**src/rtl/sequential_unsigned_divider_32.sv**
```systemverilog
// ---------------------------------------------------------------------------
// sequential_unsigned_divider_32
//
// Iterative radix-2 restoring unsigned divider. It retires one quotient bit
// per clock, MSB first. A WIDTH-bit division takes WIDTH RUN cycles plus one
// DONE cycle. A zero divisor skips RUN and produces quotient = all ones,
// remainder = dividend and div_by_zero = 1.
//
// The result registers load on the edge that leaves DONE, and done pulses
// for one cycle at the same time. done is therefore high in the first IDLE
// cycle after the operation.
//
// Ports:
//   clk          rising-edge clock
//   rst          synchronous active-high reset (priority over start)
//   start        request a division; sampled only in IDLE
//   A            dividend, captured on the accepted start
//   B            divisor, captured on the accepted start
//   quotient     registered quotient, held until the next result
//   remainder    registered remainder, held until the next result
//   busy         high whenever the FSM is not in IDLE
//   done         one-cycle pulse when quotient/remainder are updated
//   div_by_zero  high if the most recent result had a zero divisor
// ---------------------------------------------------------------------------
module sequential_unsigned_divider_32 #(
  parameter int WIDTH = 32
) (
  input  logic             clk,
  input  logic             rst,
  input  logic             start,
  input  logic [WIDTH-1:0] A,
  input  logic [WIDTH-1:0] B,
  output logic [WIDTH-1:0] quotient,
  output logic [WIDTH-1:0] remainder,
  output logic             busy,
  output logic             done,
  output logic             div_by_zero
);

  localparam int CW = $clog2(WIDTH);

  typedef enum logic [1:0] {
    IDLE = 2'd0,
    RUN  = 2'd1,
    DONE = 2'd2
  } state_t;

  state_t state, state_next;

  logic [CW-1:0]    count;
  // Holds the dividend bits that remain. Quotient bits shift in at the LSB,
  // so after WIDTH steps this register holds the whole quotient.
  logic [WIDTH-1:0] work_q;
  logic [WIDTH-1:0] divisor;
  logic [WIDTH:0]   part_rem;
  logic             work_dbz;

  logic             last_iter;
  logic             load_results;
  logic [WIDTH:0]   rem_shift;
  logic [WIDTH:0]   rem_step;
  logic             fits;

  assign last_iter = (count == CW'(WIDTH - 1));

  // One restoring step: shift in the next dividend bit, then subtract the
  // divisor if it fits. part_rem stays below the divisor between steps, so
  // its top bit is always clear. That bit is ORed into the compare only to
  // keep the arithmetic correct by construction.
  always_comb begin
    rem_shift = {part_rem[WIDTH-1:0], work_q[WIDTH-1]};
    fits      = part_rem[WIDTH] | (rem_shift >= {1'b0, divisor});
    rem_step  = fits ? (rem_shift - {1'b0, divisor}) : rem_shift;
  end

  // ---------------------------------------------------------------------
  // FSM: state register
  // ---------------------------------------------------------------------
  always_ff @(posedge clk) begin
    if (rst) begin
      state <= IDLE;
    end else begin
      state <= state_next;
    end
  end

  // ---------------------------------------------------------------------
  // FSM: next-state logic
  // ---------------------------------------------------------------------
  always_comb begin
    state_next = state;
    case (state)
      IDLE: begin
        if (start) begin
          state_next = (B == '0) ? DONE : RUN;
        end
      end
      RUN: begin
        if (last_iter) begin
          state_next = DONE;
        end
      end
      DONE:    state_next = IDLE;
      default: state_next = IDLE;
    endcase
  end

  // ---------------------------------------------------------------------
  // FSM: outputs
  // ---------------------------------------------------------------------
  always_comb begin
    busy         = (state != IDLE);
    load_results = (state == DONE);
  end

  // ---------------------------------------------------------------------
  // Datapath
  // ---------------------------------------------------------------------
  always_ff @(posedge clk) begin
    if (rst) begin
      count       <= '0;
      work_q      <= '0;
      divisor     <= '0;
      part_rem    <= '0;
      work_dbz    <= 1'b0;
      quotient    <= '0;
      remainder   <= '0;
      div_by_zero <= 1'b0;
      done        <= 1'b0;
    end else begin
      done <= load_results;
      case (state)
        IDLE: begin
          if (start) begin
            divisor <= B;
            count   <= '0;
            if (B == '0) begin
              // A zero divisor goes straight to DONE with the result
              // already in the working registers.
              work_q   <= '1;
              part_rem <= {1'b0, A};
              work_dbz <= 1'b1;
            end else begin
              work_q   <= A;
              part_rem <= '0;
              work_dbz <= 1'b0;
            end
          end
        end
        RUN: begin
          part_rem <= rem_step;
          work_q   <= {work_q[WIDTH-2:0], fits};
          count    <= count + CW'(1);
        end
        DONE: begin
          quotient    <= work_q;
          remainder   <= part_rem[WIDTH-1:0];
          div_by_zero <= work_dbz;
        end
        default: begin
        end
      endcase
    end
  end

endmodule
```
**config.mk**
```make
export PLATFORM = sky130hd
export DESIGN_NAME = sequential_unsigned_divider_32
export DESIGN_NICKNAME = d
export VERILOG_FILES = /design/src/rtl/sequential_unsigned_divider_32.sv
export SDC_FILE = /design/constraint.sdc
export NUM_CORES = 1
export LEC_CHECK = 0
export CAP_MARGIN = 20
export CORE_MARGIN = 1.5
export CORE_UTILIZATION = 45
export CTS_CLUSTER_DIAMETER = 120
export DETAILED_ROUTE_END_ITERATION = 10
export GPL_TIMING_DRIVEN = 0
export PLACE_DENSITY = 0.68
export SETUP_SLACK_MARGIN = 0.05
export SYNTH_ARGS = -nofsm -noshare
export SYNTH_HDL_FRONTEND = slang
export SYNTH_SLANG_ARGS = --single-unit
```
**constraint.sdc**
```tcl
create_clock -name clk -period 4.73 [get_ports clk]
set_input_delay 0.946 -clock clk [delete_from_list [all_inputs] [get_ports clk]]
set_output_delay 0.946 -clock clk [all_outputs]
set_load 0.02 [all_outputs]
```
==> impl_metrics.env, run 1 <==
export IMPL_max_cap_viol_count=0
export IMPL_totalNegativeSetupSlack_ns=0
export IMPL_design_core_area_um2=20100
export IMPL_achievable_frequency_mhz=258
export IMPL_synth_enable_flop_cells=0
export IMPL_setup_worst_path_end_class="flip-flop"
export IMPL_min_delay_start="quotient[5]"
export IMPL_layout_area_overhead_vs_synth_pct=24.6
export IMPL_timing_reg2reg_worst_path_depth=11
export IMPL_post_syn_instances=1200
export IMPL_r2r_end="part_rem[30]"
export IMPL_finClkSkew_ns=0.0112
export IMPL_dp_worst_setup_slack_ns=0.512
export IMPL_final_hold_viol_count=0
export IMPL_design_die_area_um2=21200
export IMPL_tot_gr_track_use=0.301
export IMPL_gr_total_overflow=0
export IMPL_critical_path_reg2reg_startpoint="work_q[31]"
export IMPL_max_rail_drop_vdd_v=0.000251
export IMPL_yosysWarningCount=0
export IMPL_postCtsHoldBufs=0
export IMPL_htree_levels=4
export IMPL_ys_flop_type="sky130_fd_sc_hd__dfxtp_1"
export IMPL_cts_path_max_buffers=2
export IMPL_post_cts_resized_instances=0
export IMPL_critical_path_slowest_cell="sky130_fd_sc_hd__nor3_1"
export IMPL_finalWeightedCongestion=0.987
export IMPL_post_cts_setup_buffers=0
export IMPL_num_vias=9518
export IMPL_min_delay_path_class="flip-flop to flip-flop"
export IMPL_postSynthAreaPerCell_um2=7.64
export IMPL_routed_via_density=5.82
export IMPL_worst_skew_pair_later_pin_latency_ns=0.44
export IMPL_dp_final_hpwl_um=24200
export IMPL_tritoncts="done"
export IMPL_worst_setup_hold_path_clk_slew_ns=0.07
export IMPL_layout_nets=1454
export IMPL_maxSlewViolCount=0
export IMPL_crit_path_max_fanout=10
export IMPL_wl_met1_um=13900
export IMPL_worstPathArrival_ns=4.24
export IMPL_netlist_area_um2=9160
export IMPL_cp_top_family="simple AND/OR/NAND/NOR gates"
export IMPL_setup_repair_after_global_routing_missed_its_margin="no"
export IMPL_worstSetupStartpointType="primary input"
export IMPL_antenna_cells_inserted=0
export IMPL_ys_seq_elements=171
export IMPL_wire_length_of_the_first_global_routing_pass_um=50000
export IMPL_largest_net_degree_at_the_start_of_global_routing=17
export IMPL_route_detailed_drc=0
export IMPL_fp_dieH_um=146
export IMPL_wl_met2_um=14000
export IMPL_power_density_nw_per_um2=487
export IMPL_highest_layer="met4"
export IMPL_timing_hold_worst_path_depth=2
export IMPL_synth_cell_type_count=75
export IMPL_worst_slew_pin_transition_ns=0.954
export IMPL_port_buffers=133
export IMPL_ant_nets=0
export IMPL_grt_antenna_before_repair=0
export IMPL_detail_route_wirelength_um=31400
export IMPL_cp_cell_sequence="clkdlybuf4s50_1 -> nor4_1 -> nand4_1 -> nor3_1 -> nand2b_1 -> clkbuf_1 -> o221ai_1 -> a21oi_1"
export IMPL_rows=52
export IMPL_detail_route_first_pass_iterations=6
export IMPL_required_ns=5.09
export IMPL_yosysSeqAreaShare=0.374
export IMPL_die_w_um=146
export IMPL_post_route_worst_setup_slack_ns=0.856
export IMPL_synth_async_sr_flop_share=0
export IMPL_timing_setup_critical_path_class="primary input to flip-flop"
export IMPL_critPathBufInv=2
export IMPL_power_leakage_nw=4.09
export IMPL_clkSinkCount=171
export IMPL_ff2ff_setup_slack_ns=1.39
export IMPL_wire_per_inst_um=19.2
export IMPL_clockRootBuffer="sky130_fd_sc_hd__clkbuf_16"
export IMPL_hold_end="quotient[5]"
export IMPL_slowest_stage_delay_on_critical_path_ns=0.77
export IMPL_effective_utilization_at_floorplan=0.456
export IMPL_num_io_pins=134
export IMPL_fin_crit_sh=0.819
export IMPL_wl_met3_um=2250
export IMPL_first_global_vias=9009
export IMPL_finalSetupViolations=0
export IMPL_cts_made_buffers=17
export IMPL_finalWorstPathRequiredPeriod_ns=3.87
export IMPL_timing_max_slew_rel_slack=0.358
export IMPL_proportion_of_layout_cells_with_a_drive_suffix_above_1=0.0579
export IMPL_drt_iter0_drc=744
export IMPL_result_of_the_run="finished, final reports clean"
export IMPL_synthesis_nets=1302
cell usage after synthesis (all sizes together), types with 8 or more instances:
| cell | number | area share |
|---|---|---|
| inv | 42 | 0.017 |
| dfxtp | 171 | 0.37 |
| buf | 26 | 0.016 |
| nor2 | 62 | 0.027 |
| o21ai | 32 | 0.018 |
| nor3 | 13 | 0.0071 |
| a21o | 12 | 0.0098 |
| o21a | 10 | 0.0090 |
| nand2 | 278 | 0.11 |
| nand4 | 21 | 0.015 |
| a31oi | 13 | 0.0089 |
| xnor2 | 11 | 0.011 |
| nand3 | 17 | 0.0093 |
| a2111oi | 8 | 0.010 |
| clkbuf | 63 | 0.026 |
| or3 | 8 | 0.0055 |
| nand2b | 10 | 0.0068 |
| a21oi | 191 | 0.10 |
| nor4 | 11 | 0.0082 |
| ha | 34 | 0.046 |
| o221ai | 32 | 0.031 |
| a211oi | 35 | 0.034 |
metal layers:
layer / track usage / up-vias
li1: - / 4585
met1: 0.404 / 4462
met2: 0.469 / 386
met3: 0.0580 / 85
met4: 0.134 / 0
met5: 0 / -
sequential cells by signal, indices dropped and copies added, names as in the netlist:
| signal | flops |
|---|---|
| div_by_zero | 1 |
| done | 1 |
| state | 2 |
| remainder | 32 |
| divisor | 32 |
| part_rem | 33 |
| work_dbz | 1 |
| work_q | 32 |
| count | 5 |
| quotient | 32 |
layout by cell type (no fill, tap or decap), types with 4 or more instances in the layout:
cell type	n
sky130_fd_sc_hd__clkbuf_1	64
sky130_fd_sc_hd__nand2b_1	10
sky130_fd_sc_hd__o211ai_1	5
sky130_fd_sc_hd__xnor2_1	11
sky130_fd_sc_hd__nor4_1	10
sky130_fd_sc_hd__dfxtp_1	171
sky130_fd_sc_hd__a211oi_2	10
sky130_fd_sc_hd__nor3_1	13
sky130_fd_sc_hd__o31ai_1	6
sky130_fd_sc_hd__inv_1	42
sky130_fd_sc_hd__o311a_1	6
sky130_fd_sc_hd__inv_6	4
sky130_fd_sc_hd__a21o_1	12
sky130_fd_sc_hd__nor2_1	60
sky130_fd_sc_hd__nand4_1	20
sky130_fd_sc_hd__o221ai_1	32
sky130_fd_sc_hd__a31oi_1	13
sky130_fd_sc_hd__a21oi_1	190
sky130_fd_sc_hd__xor2_1	6
sky130_fd_sc_hd__buf_1	10
sky130_fd_sc_hd__a22oi_1	5
sky130_fd_sc_hd__mux2i_1	5
sky130_fd_sc_hd__a311oi_1	6
sky130_fd_sc_hd__a211oi_1	25
sky130_fd_sc_hd__or3_1	8
sky130_fd_sc_hd__o21ai_0	27
sky130_fd_sc_hd__clkdlybuf4s50_1	133
sky130_fd_sc_hd__nand2_1	277
sky130_fd_sc_hd__nand3_1	17
sky130_fd_sc_hd__nor2b_1	7
sky130_fd_sc_hd__clkbuf_16	17
sky130_fd_sc_hd__buf_2	10
sky130_fd_sc_hd__o21a_1	9
sky130_fd_sc_hd__and2_1	6
sky130_fd_sc_hd__ha_1	34
sky130_fd_sc_hd__o21bai_1	4
sky130_fd_sc_hd__and3_1	7
final cells by class:
| class | instances | area [um^2] |
|---|---|---|
| clock buffer | 18 | 429 |
| buffer | 89 | 380 |
| fill | 1972 | 8680 |
| sequential | 171 | 3420 |
| timing repair buffer | 133 | 1330 |
| inverter | 42 | 158 |
| tap | 270 | 338 |
| clock inverter | 13 | 158 |
| multi-input combinational | 898 | 5200 |
report_power, final:
group          internal [mW]  switching, mW
Clock                  0.790          0.639
Sequential              1.56          0.147
Combinational          0.901           1.52
Total                   3.25           2.31
cell families (layout without fill, tap and decap cells):
family | after synthesis | in the layout | share of synthesized area
AOI/OAI and AO/OA | 386 | 386 | 0.278
xor gates and xnor gates | 17 | 17 | 0.0162
and+or+nand+nor | 454 | 454 | 0.219
DFF | 171 | 171 | 0.374
buffers and inverters | 131 | 295 | 0.0587
adders and majority gates | 35 | 35 | 0.0486
muxes | 6 | 6 | 0.00669
stage by stage:
step	total power [mW]	hold WS, ns	std cells	area, um^2	util
detailed placement	4.09	0.446	1603	10800	0.539
global route	5.86	0.474	1634	11400	0.568
floorplan	3.39	0.432	1200	9160	-
finish	5.56	0.453	1634	11400	0.568
global placement	4.08	0.442	1603	10800	0.539
CTS	5.51	0.455	1634	11400	0.568
worst min-delay path: stages (launching register included):
cell	delay, ns
sky130_fd_sc_hd__dfxtp_1	0.31
sky130_fd_sc_hd__nand2_1	0.05
sky130_fd_sc_hd__a21oi_1	0.05
worst max path at each step:
stage,from,end,slack [ns],depth (start not counted)
2_1_floorplan,B[24],part_rem[10],2.05,7
3_3_place_gp,B[23],work_q[31],0.49,8
3_5_place_dp,B[23],work_q[31],0.51,8
4_1_cts,B[23],work_q[31],0.95,8
5_1_grt,B[23],work_q[31],0.70,8
6_report,B[23],work_q[31],0.86,8
No activity file was read; power rests on OpenSTA's default activity.
==> inputs of run 2 (changes only) <==
==> constraint.sdc (replaced) <==
create_clock -name clk -period 3.95 [get_ports clk]
set_input_delay 0.79 -clock clk [delete_from_list [all_inputs] [get_ports clk]]
set_output_delay 0.79 -clock clk [all_outputs]
set_load 0.02 [all_outputs]
==> results of run 2 <==
The final DEF is identical to that of run 1. Status: finished, final reports clean.
Main changes from that run: setup slack after placement 0.512 ns -> -0.112 ns; setup slack after layout 0.856 ns -> 0.232 ns; register-to-register setup slack 1.39 ns -> 0.61 ns; total power 5.56 mW -> 6.65 mW; worst IR drop on VDD 0.000251 V -> 0.000300 V
==> inputs of run 3 (changes only) <==
--- a/config.mk
+++ b/config.mk
@@ -7,11 +7,12 @@
 export LEC_CHECK = 0
 export CAP_MARGIN = 20
 export CORE_MARGIN = 1.5
-export CORE_UTILIZATION = 45
+export CORE_UTILIZATION = 48
 export CTS_CLUSTER_DIAMETER = 120
+export CTS_CLUSTER_SIZE = 12
 export DETAILED_ROUTE_END_ITERATION = 10
 export GPL_TIMING_DRIVEN = 0
-export PLACE_DENSITY = 0.68
+export PLACE_DENSITY = 0.72
 export SETUP_SLACK_MARGIN = 0.05
 export SYNTH_ARGS = -nofsm -noshare
 export SYNTH_HDL_FRONTEND = slang
==> impl_metrics.env, run 3 (synthesis results as in run 1) <==
export IMPL_cts_made_buffers=17
export IMPL_routed_via_density=6.00
export IMPL_dp_final_hpwl_um=24000
export IMPL_mostFrequentLayoutCell="sky130_fd_sc_hd__nand2_1"
export IMPL_post_cts_setup_buffers=0
export IMPL_wire_per_inst_um=19.6
export IMPL_post_cts_resized_instances=0
export IMPL_postCtsHoldBufs=0
export IMPL_wire_length_of_the_first_global_routing_pass_um=48400
export IMPL_worst_slew_pin_transition_ns=0.954
export IMPL_fill_cell_total_of_the_finished_layout=1775
export IMPL_htree_levels=4
export IMPL_timing_setup_critical_path_class="primary input to flip-flop"
export IMPL_design_core_area_um2=18700
export IMPL_gr_total_overflow=0
export IMPL_biggest_register="part_rem"
export IMPL_layout_nets=1454
export IMPL_detail_route_wirelength_um=31400
export IMPL_ant_nets=0
export IMPL_fp_dieH_um=141
export IMPL_tritoncts="done"
export IMPL_die_w_um=141
export IMPL_achievable_frequency_mhz=271
export IMPL_finalHoldWorstSlack_ns=0.452
export IMPL_clkSinkCount=171
export IMPL_largest_net_degree_at_the_start_of_global_routing=18
export IMPL_largest_register_ff_count=33
export IMPL_crit_path_max_fanout=10
export IMPL_setup_repair_after_global_routing_missed_its_margin="no"
export IMPL_cts_path_max_buffers=2
export IMPL_worstSetupStartpointType="primary input"
export IMPL_max_rail_drop_vdd_v=0.000374
export IMPL_num_io_pins=134
export IMPL_route_detailed_drc=0
export IMPL_required_ns=4.32
export IMPL_num_vias=9605
export IMPL_proportion_of_layout_cells_with_a_drive_suffix_above_1=0.0586
export IMPL_final_util=0.609
export IMPL_layout_area_overhead_vs_synth_pct=24.4
export IMPL_clockRootBuffer="sky130_fd_sc_hd__clkbuf_16"
export IMPL_grt_antenna_before_repair=1
export IMPL_timing_max_slew_rel_slack=0.359
export IMPL_design_die_area_um2=19900
export IMPL_result_of_the_run="finished, final reports clean"
export IMPL_finalWorstPathRequiredPeriod_ns=3.69
export IMPL_finClkSkew_ns=0.0103
export IMPL_final_hold_viol_count=0
export IMPL_max_cap_viol_count=0
export IMPL_min_delay_start="remainder[0]"
export IMPL_drt_iter0_drc=849
export IMPL_finalSetupViolations=0
export IMPL_post_route_worst_setup_slack_ns=0.258
export IMPL_detail_route_first_pass_iterations=8
export IMPL_min_delay_path_class="flip-flop to flip-flop"
export IMPL_power_leakage_nw=4.10
export IMPL_fin_crit_sh=0.935
export IMPL_worst_skew_pair_later_pin_latency_ns=0.45
export IMPL_setup_worst_path_end_class="flip-flop"
export IMPL_critical_path_reg2reg_startpoint="part_rem[1]"
export IMPL_worst_setup_hold_path_clk_slew_ns=0.07
export IMPL_first_global_vias=8793
export IMPL_setup_worst_path_start="B[23]"
export IMPL_port_buffers=133
export IMPL_finalWeightedCongestion=0.964
export IMPL_effective_utilization_at_floorplan=0.490
export IMPL_power_density_nw_per_um2=588
export IMPL_rows=50
export IMPL_layout_cells_most_common_list="277 x sky130_fd_sc_hd__nand2_1, 190 x sky130_fd_sc_hd__a21oi_1, 171 x sky130_fd_sc_hd__dfxtp_1"
export IMPL_tot_gr_track_use=0.315
export IMPL_maxSlewViolCount=0
export IMPL_dp_worst_setup_slack_ns=-0.0373
export IMPL_worstPathArrival_ns=4.06
## run 3: cell types whose count changed in the layout (fill, tap and decap cells not counted), sizes merged
cell,before,now
clkinv,2,3
diode,0,1
## run 3: per-stage QoR
| stage | area [um^2] | power (mW) | TNS (ns) | instances |
|---|---|---|---|---|
| 2_1_floorplan | 9160 | 4.06 | 0 | 1200 |
| 3_3_place_gp | 10800 | 4.86 | -0.0415 | 1567 |
| 3_5_place_dp | 10800 | 4.87 | -0.0373 | 1567 |
| 4_1_cts | 11400 | 6.63 | 0 | 1599 |
| 5_1_grt | 11400 | 7.01 | 0 | 1599 |
| 6_report | 11400 | 6.70 | 0 | 1600 |
## run 3: worst max-delay path, stage by stage
cell                              delay (ns)
sky130_fd_sc_hd__clkdlybuf4s50_1        0.42
sky130_fd_sc_hd__nor4_1                 0.59
sky130_fd_sc_hd__nand4_1                0.35
sky130_fd_sc_hd__nor3_1                 0.73
sky130_fd_sc_hd__nand2b_1               0.28
sky130_fd_sc_hd__clkbuf_1               0.40
sky130_fd_sc_hd__o221ai_1               0.30
sky130_fd_sc_hd__a21oi_1                0.19
## run 3: path summary, 6_finish.rpt
path / to / slack (ns) / cells past startpoint
setup / recovery: work_q[31] / 0.26 / 8
hold / removal: remainder[0] / 0.45 / 2
setup reg to reg: part_rem[30] / 0.64 / 9
hold reg to reg: remainder[0] / 0.45 / 2
## run 3: layer usage
metal  share of wire  vias up  track usage
li1                -     4593            -
met1            0.45     4496        0.428
met2            0.44      438        0.491
met3           0.077       78       0.0598
met4           0.038        0        0.129
met5               0        -            0
## run 3: where the power goes
part           total (mW)  internal, mW  switching, mW  leakage [nW]
Combinational        2.91          1.08           1.83          2.41
Sequential           2.03          1.86          0.171          1.40
Clock                1.76         0.960          0.802         0.288
## run 3: final cells by class
type	count	area [um^2]	area share
Multi-Input combinational cell	898	5200	0.456
Sequential cell	171	3420	0.300
Timing Repair Buffer	133	1330	0.117
Clock buffer	18	429	0.0376
Buffer	89	380	0.0334
Tap cell	234	293	0.0257
Clock inverter	14	181	0.0159
Inverter	42	158	0.0138
Antenna cell	1	2.50	0.000219
